**src/rtl/rom_fetch_unit.sv**
```systemverilog
// Fetch sequencer in front of the program ROM: PC-driven instruction fetch with valid/ready
// output and single-word data loads between instructions. ROM_FETCH_HALT_EN adds the halt trap.
module rom_fetch_unit #(
    parameter int unsigned WAIT_CYCLES = 2,
    parameter logic [15:0] RESET_PC    = 16'h0000
`ifdef ROM_FETCH_HALT_EN
    ,
    parameter logic [15:0] HALT_OPCODE = 16'h0F00
`endif
) (
    input  logic        clk,
    input  logic        rst_n,
    output logic [15:0] rom_addr,
    input  logic [15:0] rom_data,
    output logic [15:0] instr,
    output logic        instr_valid,
    input  logic        instr_ready,
    input  logic        jump_en,
    input  logic [15:0] jump_addr,
    input  logic        ld_req,
    input  logic [15:0] ld_addr,
    output logic [15:0] ld_data,
    output logic        ld_done
`ifdef ROM_FETCH_HALT_EN
    ,
    output logic        halted
`endif
);

    localparam int unsigned CntW = $clog2(WAIT_CYCLES + 1);
    localparam logic [CntW-1:0] WaitMax = CntW'(WAIT_CYCLES);

    typedef enum logic [1:0] {
        StFetch,
        StValid,
        StLoad
`ifdef ROM_FETCH_HALT_EN
        ,
        StHalt
`endif
    } state_e;

    state_e          state;
    logic [15:0]     pc;
    logic [CntW-1:0] wcnt;
    logic [15:0]     ld_addr_q;

    // The ROM sees the load address only while a load is in flight.
    assign rom_addr = (state == StLoad) ? ld_addr_q : pc;

    always_ff @(posedge clk or negedge rst_n) begin
        if (!rst_n) begin
            state       <= StFetch;
            pc          <= RESET_PC;
            wcnt        <= '0;
            instr       <= '0;
            instr_valid <= 1'b0;
            ld_addr_q   <= '0;
            ld_data     <= '0;
            ld_done     <= 1'b0;
`ifdef ROM_FETCH_HALT_EN
            halted      <= 1'b0;
`endif
        end else begin
            ld_done <= 1'b0;
            case (state)
                StFetch: begin
                    if (jump_en) begin
                        pc   <= jump_addr;
                        wcnt <= '0;
                    end else if (wcnt == WaitMax) begin
                        instr       <= rom_data;
                        pc          <= pc + 16'd1;
                        instr_valid <= 1'b1;
                        wcnt        <= '0;
                        state       <= StValid;
                    end else begin
                        wcnt <= wcnt + 1'b1;
                    end
                end
                StValid: begin
                    if (jump_en) begin
                        // Held word is dropped; a same-cycle ready counts as consumed.
                        pc          <= jump_addr;
                        wcnt        <= '0;
                        instr_valid <= 1'b0;
                        state       <= StFetch;
                    end else if (instr_ready) begin
                        instr_valid <= 1'b0;
                        wcnt        <= '0;
`ifdef ROM_FETCH_HALT_EN
                        if (instr == HALT_OPCODE) begin
                            halted <= 1'b1;
                            state  <= StHalt;
                        end else
`endif
                        if (ld_req) begin
                            ld_addr_q <= ld_addr;
                            state     <= StLoad;
                        end else begin
                            state <= StFetch;
                        end
                    end
                end
                StLoad: begin
                    // A redirect only retargets the next fetch; the load runs to completion.
                    if (jump_en) begin
                        pc <= jump_addr;
                    end
                    if (wcnt == WaitMax) begin
                        ld_data <= rom_data;
                        ld_done <= 1'b1;
                        wcnt    <= '0;
                        state   <= StFetch;
                    end else begin
                        wcnt <= wcnt + 1'b1;
                    end
                end
`ifdef ROM_FETCH_HALT_EN
                StHalt: begin
                    if (jump_en) begin
                        pc     <= jump_addr;
                        wcnt   <= '0;
                        halted <= 1'b0;
                        state  <= StFetch;
                    end
                end
`endif
                default: begin
                    state <= StFetch;
                end
            endcase
        end
    end

endmodule

```
**config.mk**
```make
export PLATFORM = sky130hd
export DESIGN_NAME = rom_fetch_unit
export DESIGN_NICKNAME = d
export VERILOG_FILES = /design/src/rtl/rom_fetch_unit.sv
export SDC_FILE = /design/constraint.sdc
export NUM_CORES = 1
export LEC_CHECK = 0
export CORE_MARGIN = 5
export CORE_UTILIZATION = 44
export CTS_CLUSTER_DIAMETER = 30
export CTS_CLUSTER_SIZE = 24
export DETAILED_ROUTE_END_ITERATION = 10
export PLACE_DENSITY = 0.76
export SYNTH_ARGS = -nofsm -noshare
export SYNTH_HDL_FRONTEND = slang
export SYNTH_SLANG_ARGS = --single-unit
```
**constraint.sdc**
```tcl
create_clock -name clk -period 5.97 [get_ports clk]
set_input_delay 0.597 -clock clk [delete_from_list [all_inputs] [get_ports clk]]
set_output_delay 0.597 -clock clk [all_outputs]
set_load 0.01 [all_outputs]
```
# Word-level counts from Yosys, hierarchy flattened
# Index checks and enable logic that the tools add are counted.
[totals] latchBits=0 out_inout_bits=50 mem_bits_ro=0 wordCells=56 inputBits=53 n_memories=0 ram_bits=0 ff_bits=70
[op_classes] magnitude_cmp=0 n_addsub=2 shifts=0 n_bitwise=1 div_mod_pow=0 muxes=24 mul=0 n_eq_ne=9 reduce_logical=12
[op_table] operator="2-to-1 mux 16 bit" n=4
[op_table] operator="one-hot mux 16 bit (2 select lines)" n=1
[op_table] operator="2-to-1 mux 2 bit" n=10
[op_table] operator="adder 16 x 1 -> 16 bit, second input constant" n=1
[op_table] operator="one-hot mux 2 bit (3 select lines)" n=2
[op_table] operator="AND reduction 4 bit" n=3
[op_table] operator="2-to-1 mux 1 bit" n=6
[op_table] operator="!= test 3 bit, second input constant" n=2
[op_table] operator="AND reduction 3 bit" n=2
[op_table] operator="== test 2 bit, second input constant" n=2
[op_table] operator="!= test 2 x 1 -> 1 bit, second input constant" n=2
[op_table] operator="!= test 2 bit, second input constant" n=2
[op_table] operator="AND reduction 2 bit" n=2
[op_table] operator="nonzero test 2 bit" n=2
[op_table] operator="nonzero test 3 bit" n=1
[op_table] operator="adder 2 x 1 -> 2 bit, second input constant" n=1
[op_table] operator="== test 2 x 1 -> 1 bit, second input constant" n=1
[op_table] operator="logical NOT 2 bit" n=1
[op_table] operator="one-hot mux 1 bit (2 select lines)" n=1
[op_table] operator="OR reduction 2 bit" n=1
[op_table] operator="inverter 1 bit" n=1

# Logic depth before layout (Yosys ltp)
# Gate-level depths: netlist of the first run.
[depth] ltp_word=4 depth_mapped=8 mapped_depth_nobuf=6

# Worst setup path after synthesis of the first run
# No wires, ideal clock.
[synth_path] kind="reg2out" startpoint="register state[0]" endpoint="output port rom_addr[10]" arrival_time_ps=1703 path_buffers=2 stages_incl_launch_ff=6 setup_slack_ps=3670 required_ps=5373 cell_sequence="dfrtp_1 inv_1 ha_1 clkbuf_1 clkbuf_1 mux2_2"
[synth_via] elab_chain_len=2
[synth_rtl] element="from (decl)" line="43" rtl="state_e state;"
[synth_rtl] element="from (signal assigned)" line="53" rtl="state <= StFetch;"
[synth_rtl] element="from (signal assigned)" line="76" rtl="state <= StValid;"
[synth_rtl] element="from (signal assigned)" line="87" rtl="state <= StFetch;"
[synth_rtl] element="== test 2 bit" line="49" rtl="assign rom_addr = (state == StLoad) ? ld_addr_q : pc;"
[synth_rtl] element="2-to-1 mux 16 bit" line="49"
[synth_rtl] element="to (decl)" line="13" rtl="output logic [15:0] rom_addr,"
# Every way passes these cells.

# Worst setup path in the final report of the first run
[layout_path] startpoint="register state[0]" endpoint="output port rom_addr[6]"
# The elaborated chain is that of the path after synthesis.

==> impl_results.md, run 1 <==
- Max VDD drop: 0.000227 V
- Synthesized area: 3330 um^2
- Initial Utilization: 45.7%
- DR vias: 2,589
- Startpoint Class: flip-flop
- Worst-Margin Slew: 1.16 ns
- Via/cell ratio: 5.42
- Top cell type by total area after synthesis: dfrtp_1
- Ys Warns: 0
- Reg-to-Reg End: ld_data[6]$_DFFE_PN0P_
- Primary FF master, synth: dfrtp_1
- Final setup viols: 0
- CTS tree: built
- MaxCap Viol Count: 0
- Number of H-tree levels: 3
- Die width: 97.0 um
- Die Ht: 97.0 um
- Adder-cell share of the synthesized area: 2.25%
- TritonCTS Buffers: 9
- # rows: 31
- Commonest cells in the netlist: dfrtp_1, mux2_2, a21oi_1
- Hold WS: 0.459 ns
- # DRC: 0
- Avg Inst Size Synth: 12.0 um^2
- CTS Root Cell: clkbuf_8
- Area share of the largest cell type after synthesis: 52.6%
- TNS Setup: 0 ns
- Post-synthesis mux area share: 22.6%
- Core Box Area: 7290 um^2
- Largest net degree at the start of global routing: 71
- Final instance area: 4640 um^2
- Crit path arrival time: 2.56 ns
- Synth Instances: 277
- Hold Crit Class: input pin to async pin
- Port Buf Inserts: 102
- Clk buf depth: 2
- Slew margin rel.: 23.0%
- CTS clk-pin slew, worst paths: 0.08 ns
- Cell variety after synth: 38
- First-pass GRT wire length: 13.6 mm
- Initial antenna violation count: 0
- Clock Latency Late Sink: 0.34 ns
- Fmax: 0.317 GHz
- Cts repair resizes: 0
- # hold bufs at CTS: 0
- Total Routing Usage GR: 17.7%
- Xor/xnor share of the synthesized area: 0%
- Worst r2r src: state[0]$_DFFE_PN0P_
- Pleak: 0.00192 uW
- Post-DP HPWL: 5.96 mm
- Count leader, synth: dfrtp_1
- Initial DRT Pass Iterations: 4
- ANT cells: 0
- Crit-path max FO: 20
- Final GP Congestion: 0.783
- Die area: 9410 um^2
- Placement Cell Area: 4410 um^2
- Sequential share of the synthesized area: 52.6%
- Synth area leaders: dfrtp_1, mux2_2, a21oi_1
- Reg2reg setup slack: 3.33 ns
- Main combinational cell family by area after synthesis: multiplexers
- Cells on worst reg2reg path: 4
- I/O Pins: 103
- Antenna viol nets, final: 0
- Violation count after the first detailed-route iteration: 82
- Nets: 433
- Vias in the first global route: 2,734
- Net Count, Synth: 336
- Area Growth Syn to Fin: 39.3%
- Critical path class: flip-flop to output port
- Synth async-reset ratio: 100%
- Crit end category: output port
- Synth Register Bits: 70
- Max Slew Vio Count: 0
- Status: finished, final reports clean
- Grt total ovfl: 0
- Fin. Hold Viols: 0
- Post-Route WL: 8.16 mm
- Fin crit share: 52.9%
- Share of cells above drive strength 1: 21.9%
- Post-Synth Simple-Gate Area: 8.61%
- Critical Path RT: 5.37 ns
- Wirelength per Cell: 17.1 um
- Clock sink count: 70
- Post-synth EDFFs: 0
- Setup Fix Bufs, Post-CTS: 0
- Final Util: 63.6%
- Compound-Gate Fraction of Synth Area: 10.8%
- Power Dens Cells: 521 nW/um^2
- Crit path time final: 3.16 ns
- Setup Skew: 0.00653 ns
- RSZ-0062 raised after global routing: false
how the worst max path moves through the flow:
stage                     cells past startpoint           end                  from  slack [ns]
after floorplan                               5  rom_addr[10]  state[0]$_DFFE_PN0P_        3.67
after global placement                        4  rom_addr[15]  state[0]$_DFFE_PN0P_        3.24
after detailed placement                      4  rom_addr[15]  state[0]$_DFFE_PN0P_        3.17
after CTS                                     4   rom_addr[5]  state[0]$_DFFE_PN0P_        2.77
after global routing                          4   rom_addr[1]  state[0]$_DFFE_PN0P_        2.67
final                                         4   rom_addr[6]  state[0]$_DFFE_PN0P_        2.81
power by group:
group | switching [uW] | leakage [uW] | internal (uW)
Combinational | 480 | 0.000968 | 642
Sequential | 165 | 0.000847 | 695
Clock | 185 | 0.000110 | 249
sequential cells by signal, indices dropped and copies added, names as in the netlist:
register,flops
ld_addr_q,16
wcnt,2
ld_data,16
state,2
instr,16
instr_valid,1
pc,16
ld_done,1
critical path: stages (launching register included):
cell	delay, ns
dfrtp_1	0.42
inv_1	0.12
ha_1	0.78
mux2_2	0.42
clkdlybuf4s50_1	0.48
final cells by class:
type	instances	area [um^2]
Fill cell	600	2660
Sequential cell	70	1750
Tap cell	99	124
Clock inverter	6	92.6
Inverter	7	26.3
Clock buffer	10	138
Multi-Input combinational cell	182	1470
Timing Repair Buffer	104	1030
logic make-up after synthesis:
family,after synthesis
and+or+nand+nor,54
buffers and inverters,25
DFF,70
AOI/OAI and AO/OA,55
muxes,67
adders and majority gates,6
cells in the final DEF (no fill, tap or decap), types with 2 or more instances in the layout:
| cell | instances |
|---|---|
| a21oi_1 | 17 |
| a2bb2oi_1 | 5 |
| a31oi_1 | 2 |
| a32oi_1 | 2 |
| and2_1 | 2 |
| and3_1 | 2 |
| and4_1 | 4 |
| buf_4 | 2 |
| bufinv_16 | 2 |
| clkbuf_8 | 10 |
| clkdlybuf4s50_1 | 101 |
| clkinvlp_4 | 2 |
| dfrtp_1 | 70 |
| ha_1 | 6 |
| inv_1 | 7 |
| inv_6 | 2 |
| mux2_1 | 5 |
| mux2_2 | 61 |
| nand2_1 | 15 |
| nand3_1 | 7 |
| nand4_1 | 7 |
| nor2_1 | 7 |
| nor2b_1 | 2 |
| nor3b_1 | 2 |
| o21ai_0 | 12 |
| o22a_1 | 2 |
| o22ai_1 | 6 |
| or2_2 | 2 |
routing by layer:
metal	share of wire [%]	up-vias	GRT usage, %
met2	47	94	27.7
met4	0.64	0	5.51
met5	0	-	0
met3	6.2	7	5.32
li1	-	1213	-
met1	46	1275	23.8
through the flow:
stage / worst slack, ns / std cells / power [uW]
finish: 2.81 / 478 / 2420
global route: 2.67 / 478 / 2590
CTS: 2.77 / 478 / 2440
detailed placement: 3.17 / 462 / 1990
global placement: 3.24 / 462 / 1950
floorplan: 3.67 / 277 / 1480
Power figures use the tool's default switching activity.
==> inputs of run 2 (changes only) <==
--- a/config.mk
+++ b/config.mk
@@ -6,7 +6,7 @@
 export NUM_CORES = 1
 export LEC_CHECK = 0
 export CORE_MARGIN = 5
-export CORE_UTILIZATION = 44
+export CORE_UTILIZATION = 42
 export CTS_CLUSTER_DIAMETER = 30
 export CTS_CLUSTER_SIZE = 24
 export DETAILED_ROUTE_END_ITERATION = 10
==> constraint.sdc (replaced) <==
create_clock -name clk -period 2.7 [get_ports clk]
set_input_delay 0.27 -clock clk [delete_from_list [all_inputs] [get_ports clk]]
set_output_delay 0.27 -clock clk [all_outputs]
set_load 0.01 [all_outputs]
==> run 2 against run 1 <==
Effect of this change:
- first-iteration DRC count decreased by 43%
- combinational power increased by 120%
- flip-flop and latch count unchanged
- non-clock buffer count increased by 5
- clock-buffer cell count decreased by 1
- worst setup slack got worse by 2.6 ns
- design area increased by 0.51%
- total power increased by 120%
- clock skew about the same
- clock power increased by 92%
- via count decreased by 0.19%
- register-to-register slack got worse by 2.8 ns
==> impl_results.md, run 2 (synthesized netlist as in run 1, its figures left out) <==
- Initial antenna violation count: 0 (unchanged)
- I/O Pins: 103 (unchanged)
- Post-DP HPWL: 5.69 mm (was 5.96 mm)
- Most common cell after layout, fill and taps aside: clkdlybuf4s50_1 (unchanged)
- Cells on worst reg2reg path: 6 (was 4)
- Grt total ovfl: 0 (unchanged)
- Clock sink count: 70 (unchanged)
- Initial DRT Pass Iterations: 5 (was 4)
- CTS tree: built (unchanged)
- Fin. Hold Viols: 0 (unchanged)
- Multi-input gate area: 1470 um^2 (unchanged)
- CTS Root Cell: clkbuf_8 (unchanged)
- TNS Setup: 0 ns (unchanged)
- First-pass GRT wire length: 12.8 mm (was 13.6 mm)
- Fin crit share: 91.2%
- Setup Skew: 0.00605 ns (was 0.00653 ns)
- Die Ht: 99.0 um (was 97.0 um)
- Share of cells above drive strength 1: 22.7% (was 21.9%)
- Cts repair resizes: 0 (unchanged)
- Crit end category: output port (unchanged)
- Wirelength per Cell: 16.3 um (was 17.1 um)
- Total Routing Usage GR: 16.3% (was 17.7%)
- Crit-path max FO: 19 (was 20)
- Number of H-tree levels: 3 (unchanged)
- Via/cell ratio: 5.32 (was 5.42)
- # DRC: 0 (unchanged)
- Pleak: 0.00194 uW (was 0.00192 uW)
- Port Buf Inserts: 102 (unchanged)
- Post-Route WL: 7.93 mm (was 8.16 mm)
- Max VDD drop: 0.000498 V (was 0.000227 V)
- Clk buf depth: 2 (unchanged)
- Crit-path max cell delay: 0.48 ns (was 0.78 ns)
- Status: finished, final reports clean (unchanged)
- RSZ-0062 raised after global routing: false (unchanged)
- Most frequent cells in the layout: clkdlybuf4s50_1, dfrtp_1, mux2_2 (unchanged)
- Fin cells: 486 (was 478)
- TritonCTS Buffers: 9 (unchanged)
- Fmax: 0.406 GHz
- # rows: 32 (was 31)
- Sequential Area: 1750 um^2 (unchanged)
- Final GP Congestion: 0.823 (was 0.783)
- Final setup viols: 0 (unchanged)
- Clock Latency Late Sink: 0.34 ns (about the same)
- Antenna viol nets, final: 0 (unchanged)
- Setup Fix Bufs, Post-CTS: 0 (unchanged)
- Die width: 99.0 um (was 97.0 um)
- CTS clk-pin slew, worst paths: 0.07 ns (was 0.08 ns)
- CP max stage cell: clkdlybuf4s50_1 (was ha_1)
- MaxCap Viol Count: 0 (unchanged)
- Placed cell count: 469 (was 462)
- CP cell instances: inv_1, ha_1, buf_4, mux2_2, clkdlybuf4s50_1 (was inv_1, ha_1, mux2_2, clkdlybuf4s50_1)
- Critical Path RT: 2.43 ns (was 5.37 ns)
- Power Dens Cells: 1120 nW/um^2 (was 521 nW/um^2)
- Worst-Margin Slew: 0.758 ns (was 1.16 ns)
- FILL cells: 624 (was 600)
- Startpoint Class: flip-flop (unchanged)
- Die area: 9810 um^2 (was 9410 um^2)
- Initial Utilization: 43.1% (was 45.7%)
- Max Slew Vio Count: 0 (unchanged)
- Crit path arrival time: 2.19 ns (was 2.56 ns)
- Largest net degree at the start of global routing: 44 (was 71)
- Area Growth Syn to Fin: 40.0% (was 39.3%)
- ANT cells: 0 (unchanged)
- Core Box Area: 7730 um^2 (was 7290 um^2)
- Hold Crit Class: input pin to async pin (unchanged)
- Slew margin rel.: 49.3% (was 23.0%)
- Crit path time final: 2.46 ns
- Vias in the first global route: 2,544 (was 2,734)
- Violation count after the first detailed-route iteration: 47 (was 82)
- DR vias: 2,584 (was 2,589)
- Critical path class: flip-flop to output port (unchanged)
- Nets: 438 (was 433)
## run 2: changes by cell type in the layout (fill, tap and decap cells not counted), sizes merged
cell         delta
clkinvlp        -1
dlygate4sd3     +1
buf             +4
clkinv          +4
bufinv          -1
clkbuf          -1
inv             -1
## run 2: area by class of cell
cell class | count | area share (%)
clock buffer | 9 | 2.66
clock inverter | 7 | 1.58
sequential | 70 | 37.6
multi-input combinational | 182 | 31.6
timing repair buffer | 109 | 23.2
inverter | 7 | 0.564
tap | 102 | 2.74
## run 2: path summary, 6_finish.rpt
kind / startpoint / end / slack (ns)
max: state[0]$_DFFE_PN0P_ / rom_addr[1] / 0.24
min: rst_n / ld_data[15]$_DFFE_PN0P_ / 0.49
max reg2reg: state[0]$_DFFE_PN0P_ / pc[15]$_DFFE_PN0P_ / 0.51
min reg2reg: instr[7]$_DFFE_PN0P_ / instr[7]$_DFFE_PN0P_ / 0.49
max in group asynchronous: rst_n / ld_data[10]$_DFFE_PN0P_ / 1.56
min in group clk: instr[7]$_DFFE_PN0P_ / instr[7]$_DFFE_PN0P_ / 0.49
## run 2: routing by layer
| metal | part of all wire [%] | vias to the layer above | global-route usage, % |
|---|---|---|---|
| li1 | - | 1224 | - |
| met1 | 43 | 1255 | 20.6 |
| met2 | 49 | 94 | 26.5 |
| met3 | 7.1 | 11 | 3.96 |
| met4 | 1.3 | 0 | 6.83 |
| met5 | 0 | - | 0 |
## run 2: report_power, final
group          internal, uW  switching, uW
combinational          1440           1050
clock                   429            404
sequential             1540            352
total                  3410           1800
## run 2: critical path, delay by kind of cell, from the launching register on
| kind | cells | cell delay (ns) |
|---|---|---|
| buf+inv | 3 | 0.88 |
| flops | 1 | 0.41 |
| mux | 1 | 0.38 |
| fa+ha+maj | 1 | 0.18 |
## run 2: what timing repair did
item	in CTS	in global routing
setup endpoints to repair	0	0
hold buffers	1	0
hold endpoints to repair	27	0
## run 2: metrics by stage
| step | worst slack [ns] | instance area, um^2 | utilization, % | hold WS [ns] | power, uW |
|---|---|---|---|---|---|
| floorplan | 0.727 | 3330 | - | -0.0256 | 3260 |
| global placement | 0.493 | 4450 | 57.6 | 0.335 | 4330 |
| detailed placement | 0.425 | 4450 | 57.6 | 0.340 | 4400 |
| CTS | 0.213 | 4660 | 60.3 | 0.495 | 5250 |
| global route | 0.116 | 4660 | 60.3 | 0.514 | 5550 |
| finish | 0.237 | 4660 | 60.3 | 0.487 | 5210 |
==> patch 1: new RTL, settings of run 1 <==
Change the parameter `WAIT_CYCLES` from 2 to 4.
--- a/src/rtl/rom_fetch_unit.sv
+++ b/src/rtl/rom_fetch_unit.sv
@@ -1,7 +1,7 @@
 // Fetch sequencer in front of the program ROM: PC-driven instruction fetch with valid/ready
 // output and single-word data loads between instructions. ROM_FETCH_HALT_EN adds the halt trap.
 module rom_fetch_unit #(
-    parameter int unsigned WAIT_CYCLES = 2,
+    parameter int unsigned WAIT_CYCLES = 4,
     parameter logic [15:0] RESET_PC    = 16'h0000
 `ifdef ROM_FETCH_HALT_EN
     ,
Function: changed (a bounded check fails within 4 cycles, from zero or initial values and one cycle with rst_n low).
==> patch 1 against run 1 <==
- area after synthesis increased by 4.5%
- routed wire length decreased by 0.96%
- power decreased by 9.8%
- worst setup slack got worse by 0.0073 ns
- final area increased by 2.6%
- first-iteration DRC count decreased by 46%
- sequential cell count increased by 1
- register-to-register slack got worse by 0.18 ns
- critical endpoint is now rom_addr[4]
- largest cell class unchanged
==> patch 1: results (changes against run 1) <==
status: finished clean
Worst setup endpoint: rom_addr[4]
first-pass GRT wire length: 13400 um (-1.4%)
Fill cells: 639 (+6.5%)
period utilization: 53.0% (+0.12 points)
Post-Layout Cell Count: 493 (+3.1%)
GP Congestion: 0.786 (+0.43%)
Routed WL: 8080 um (-0.96%)
Peak VDD IR: 0.204 mV (-10%)
mean area per synthesized cell: 12.1 um2 (+0.87%)
Setup WS pre-CTS: 3.14 ns (-0.0323 ns)
# Max-Cap Violations: 0 (unchanged)
pin count of the biggest net entering global routing: 72 (+1.4%)
Lkg Pwr: 0.00196 uW (+1.8%)
R2R Setup Slk: 3.15 ns (-0.18 ns)
Synthesized Nets: 348 (+3.6%)
Post-synth EDFFs: 0 (unchanged)
Slew headroom: 21.2% (-1.8 points)
mux share of post-synthesis cell area: 21.6% (-1.0 points)
Worst Skew: 0.00994 ns (+0.00340 ns)
placed cells: 477 (+3.2%)
post-synthesis cell type count: 39 (+2.6%)
vias in the first global route: 2731 (-0.11%)
DR WL met3: 621 um (+22%)
post-DP HPWL: 5740 um (-3.8%)
reg-to-reg endpoint: ld_data[1]$_DFFE_PN0P_
initial DRC count: 44 (-46%)
adder-cell area share of the yosys netlist: 2.88% (+0.62 points)
Synth Area in Compound Gates: 12.7% (+1.9 points)
total number of vias: 2607 (+0.70%)
register area share after synthesis: 51.1% (-1.6 points)
Layout Cell Area excl Fill: 0.00476 mm2 (+2.6%)
critical path's slowest cell: ha_1
Min Hold Slack: 0.460 ns (+0.00122 ns)
Synth area leaders: dfrtp_1 51%, mux2_2 18%, ha_1 2.9%
CTS Sinks: 71 (+1.4%)
Final #Nets: 447 (+3.2%)
most frequent cells after synthesis: 71 x dfrtp_1, 57 x mux2_2, 17 x a21oi_1
setup fix buffers added after clock tree synthesis: 0 (unchanged)
==> patch 1: where the power goes <==
part	internal, uW	total, uW	switching (uW)
clock network	197	393	196
logic	556	1010	450
registers	649	782	133
==> patch 1: routing by layer <==
metal  global-route usage [%]  up-vias
li1                         -     1243
met1                     21.8     1262
met2                     27.5       91
met3                     4.95       11
met4                     4.73        0
met5                        0        -
==> patch 1: cell families after synthesis <==
family,after synthesis
AOI/OAI and AO/OA,59
adders and majority gates,8
buffers and inverters,24
DFF,71
muxes,67
and+or+nand+nor,58
==> patch 1: cell type report <==
cell class                      count  area share, %
Clock buffer                        9           2.60
Timing Repair Buffer              103           21.5
Tap cell                          102           2.68
Multi-Input combinational cell    192           33.5
Inverter                            9          0.710
Sequential cell                    71           37.3
Clock inverter                      7           1.66
==> patch 1: worst max-delay path, delay by kind of cell, from the launching register on <==
kind / cells / cell delay (ns)
adder cells (fa/ha/maj): 1 / 0.78
flip-flops: 1 / 0.42
buffers and inverters: 2 / 0.62
multiplexers: 1 / 0.41
==> patch 2: new RTL, settings of run 1 <==
Made on the original files. Make the reset (`rst_n`) synchronous in one clocked block.
--- a/src/rtl/rom_fetch_unit.sv
+++ b/src/rtl/rom_fetch_unit.sv
@@ -48,7 +48,7 @@
     // The ROM sees the load address only while a load is in flight.
     assign rom_addr = (state == StLoad) ? ld_addr_q : pc;
 
-    always_ff @(posedge clk or negedge rst_n) begin
+    always_ff @(posedge clk) begin
         if (!rst_n) begin
             state       <= StFetch;
             pc          <= RESET_PC;
Formal check against the unedited RTL: differs if rst_n is asserted again (counterexample within 4 cycles, from zero or initial values and one cycle with rst_n low); with rst_n held inactive, the same outputs for 4 cycles.
==> patch 2 against run 1 <==
- synthesized cell count increased by 47%
- count of clock-buffer cells in the layout increased by 1
- area after synthesis decreased by 1.1%
- final area decreased by 0.78%
- worst setup slack improved by 0.14 ns
- critical path type unchanged
- sequential cell count unchanged
- routed wire length increased by 14%
- non-clock buffer count unchanged
Power is not compared: it rests on default switching activity, and its combinational part moved more than twofold at a synthesized area within 25%.
==> patch 2: results (changes against run 1) <==
predominant post-synthesis flop cell: dfxtp_1
Final #Nets: 556 (+28%)
share of the synthesized area in the top cell type: 42.5% (-10 points)
M1 GR Usage: 25.8% (+2.0 points)
placed cells: 586 (+27%)
Setup WS pre-CTS: 3.28 ns (+0.109 ns)
Worst Hold Class: reg -> reg
vias in the first global route: 3074 (+12%)
Async S/R FF share, synth: 0% (-100 points)
met3 Usage GRT: 3.72% (-1.6 points)
Crit Path Max Fanout: 23 (+15%)
Synthesized Nets: 466 (+39%)
post-synthesis cell type count: 51 (+34%)
vias per std cell: 5.20 (-4.1%)
status: finished clean
pin count of the biggest net entering global routing: 38 (-46%)
first-pass GRT wire length: 14800 um (+8.8%)
All-Layer GR Usage: 20.5% (+2.7 points)
post-DP HPWL: 6620 um (+11%)
layout cells sized above 1: 8.15% (-14 points)
GP Congestion: 0.847 (+8.2%)
most frequent cells after synthesis: 119 x nand2_1, 70 x dfxtp_1, 51 x a21oi_1
register area share after synthesis: 42.5% (-10 points)
Worst Skew: 0.00731 ns (+0.000780 ns)
mean area per synthesized cell: 8.07 um2 (-33%)
Post-Layout Cell Count: 602 (+26%)
Synth area leaders: dfxtp_1 43%, nand2_1 14%, a21oi_1 7.7%
GR Util met2: 34.3% (+6.7 points)
-- patch 2: cell families after synthesis --
kind of cell / synth area share (%)
AND/OR/NAND/NOR: 25.0
buffers and inverters: 4.86
multiplexers: 5.39
AO/OA/AOI/OAI: 20.4
flip-flops: 42.5
adder cells (fa/ha/maj): 1.90
-- patch 2: layout make-up --
class | instances | area (um2)
fill | 632 | 2650
multi-input combinational | 306 | 1730
sequential | 70 | 1400
timing repair buffer | 104 | 1040
clock buffer | 11 | 151
clock inverter | 5 | 129
tap | 99 | 124
inverter | 7 | 26.3
-- patch 2: per-layer routing --
layer  vias to the layer above  part of all wire [%]
met1                      1449                    43
met3                        17                   6.0
met4                         0                   2.1
met2                        82                    49
met5                         -                     0
li1                       1580                     -
-- patch 2: power by group --
part	switching (uW)	internal, uW
combinational	50.4	67.1
sequential	14.5	476
clock	178	344
-- patch 2: final timing paths --
path                                            start                     to  slack (ns)
worst max-delay path            state[0]$_SDFFE_PN0P_            rom_addr[1]        2.95
worst min-delay path            instr[0]$_SDFFE_PN0P_  instr[0]$_SDFFE_PN0P_        0.45
worst max register to register  state[0]$_SDFFE_PN0P_     pc[5]$_SDFFE_PN0P_        3.63
worst min register to register  instr[0]$_SDFFE_PN0P_  instr[0]$_SDFFE_PN0P_        0.45
-- patch 2: metrics by stage --
| step | cell area, um2 | total power, uW |
|---|---|---|
| global placement | 4320 | 615 |
| global route | 4600 | 1170 |
| finish | 4600 | 1130 |
| detailed placement | 4320 | 618 |
| CTS | 4600 | 1140 |
| floorplan | 3290 | 553 |
-- patch 2: worst max-delay path, delay by kind of cell, from the launching register on --
| family | cells | cell delay [ns] |
|---|---|---|
| buffers and inverters | 2 | 0.57 |
| adders and majority gates | 1 | 0.75 |
| muxes | 1 | 0.43 |
| DFF | 1 | 0.34 |
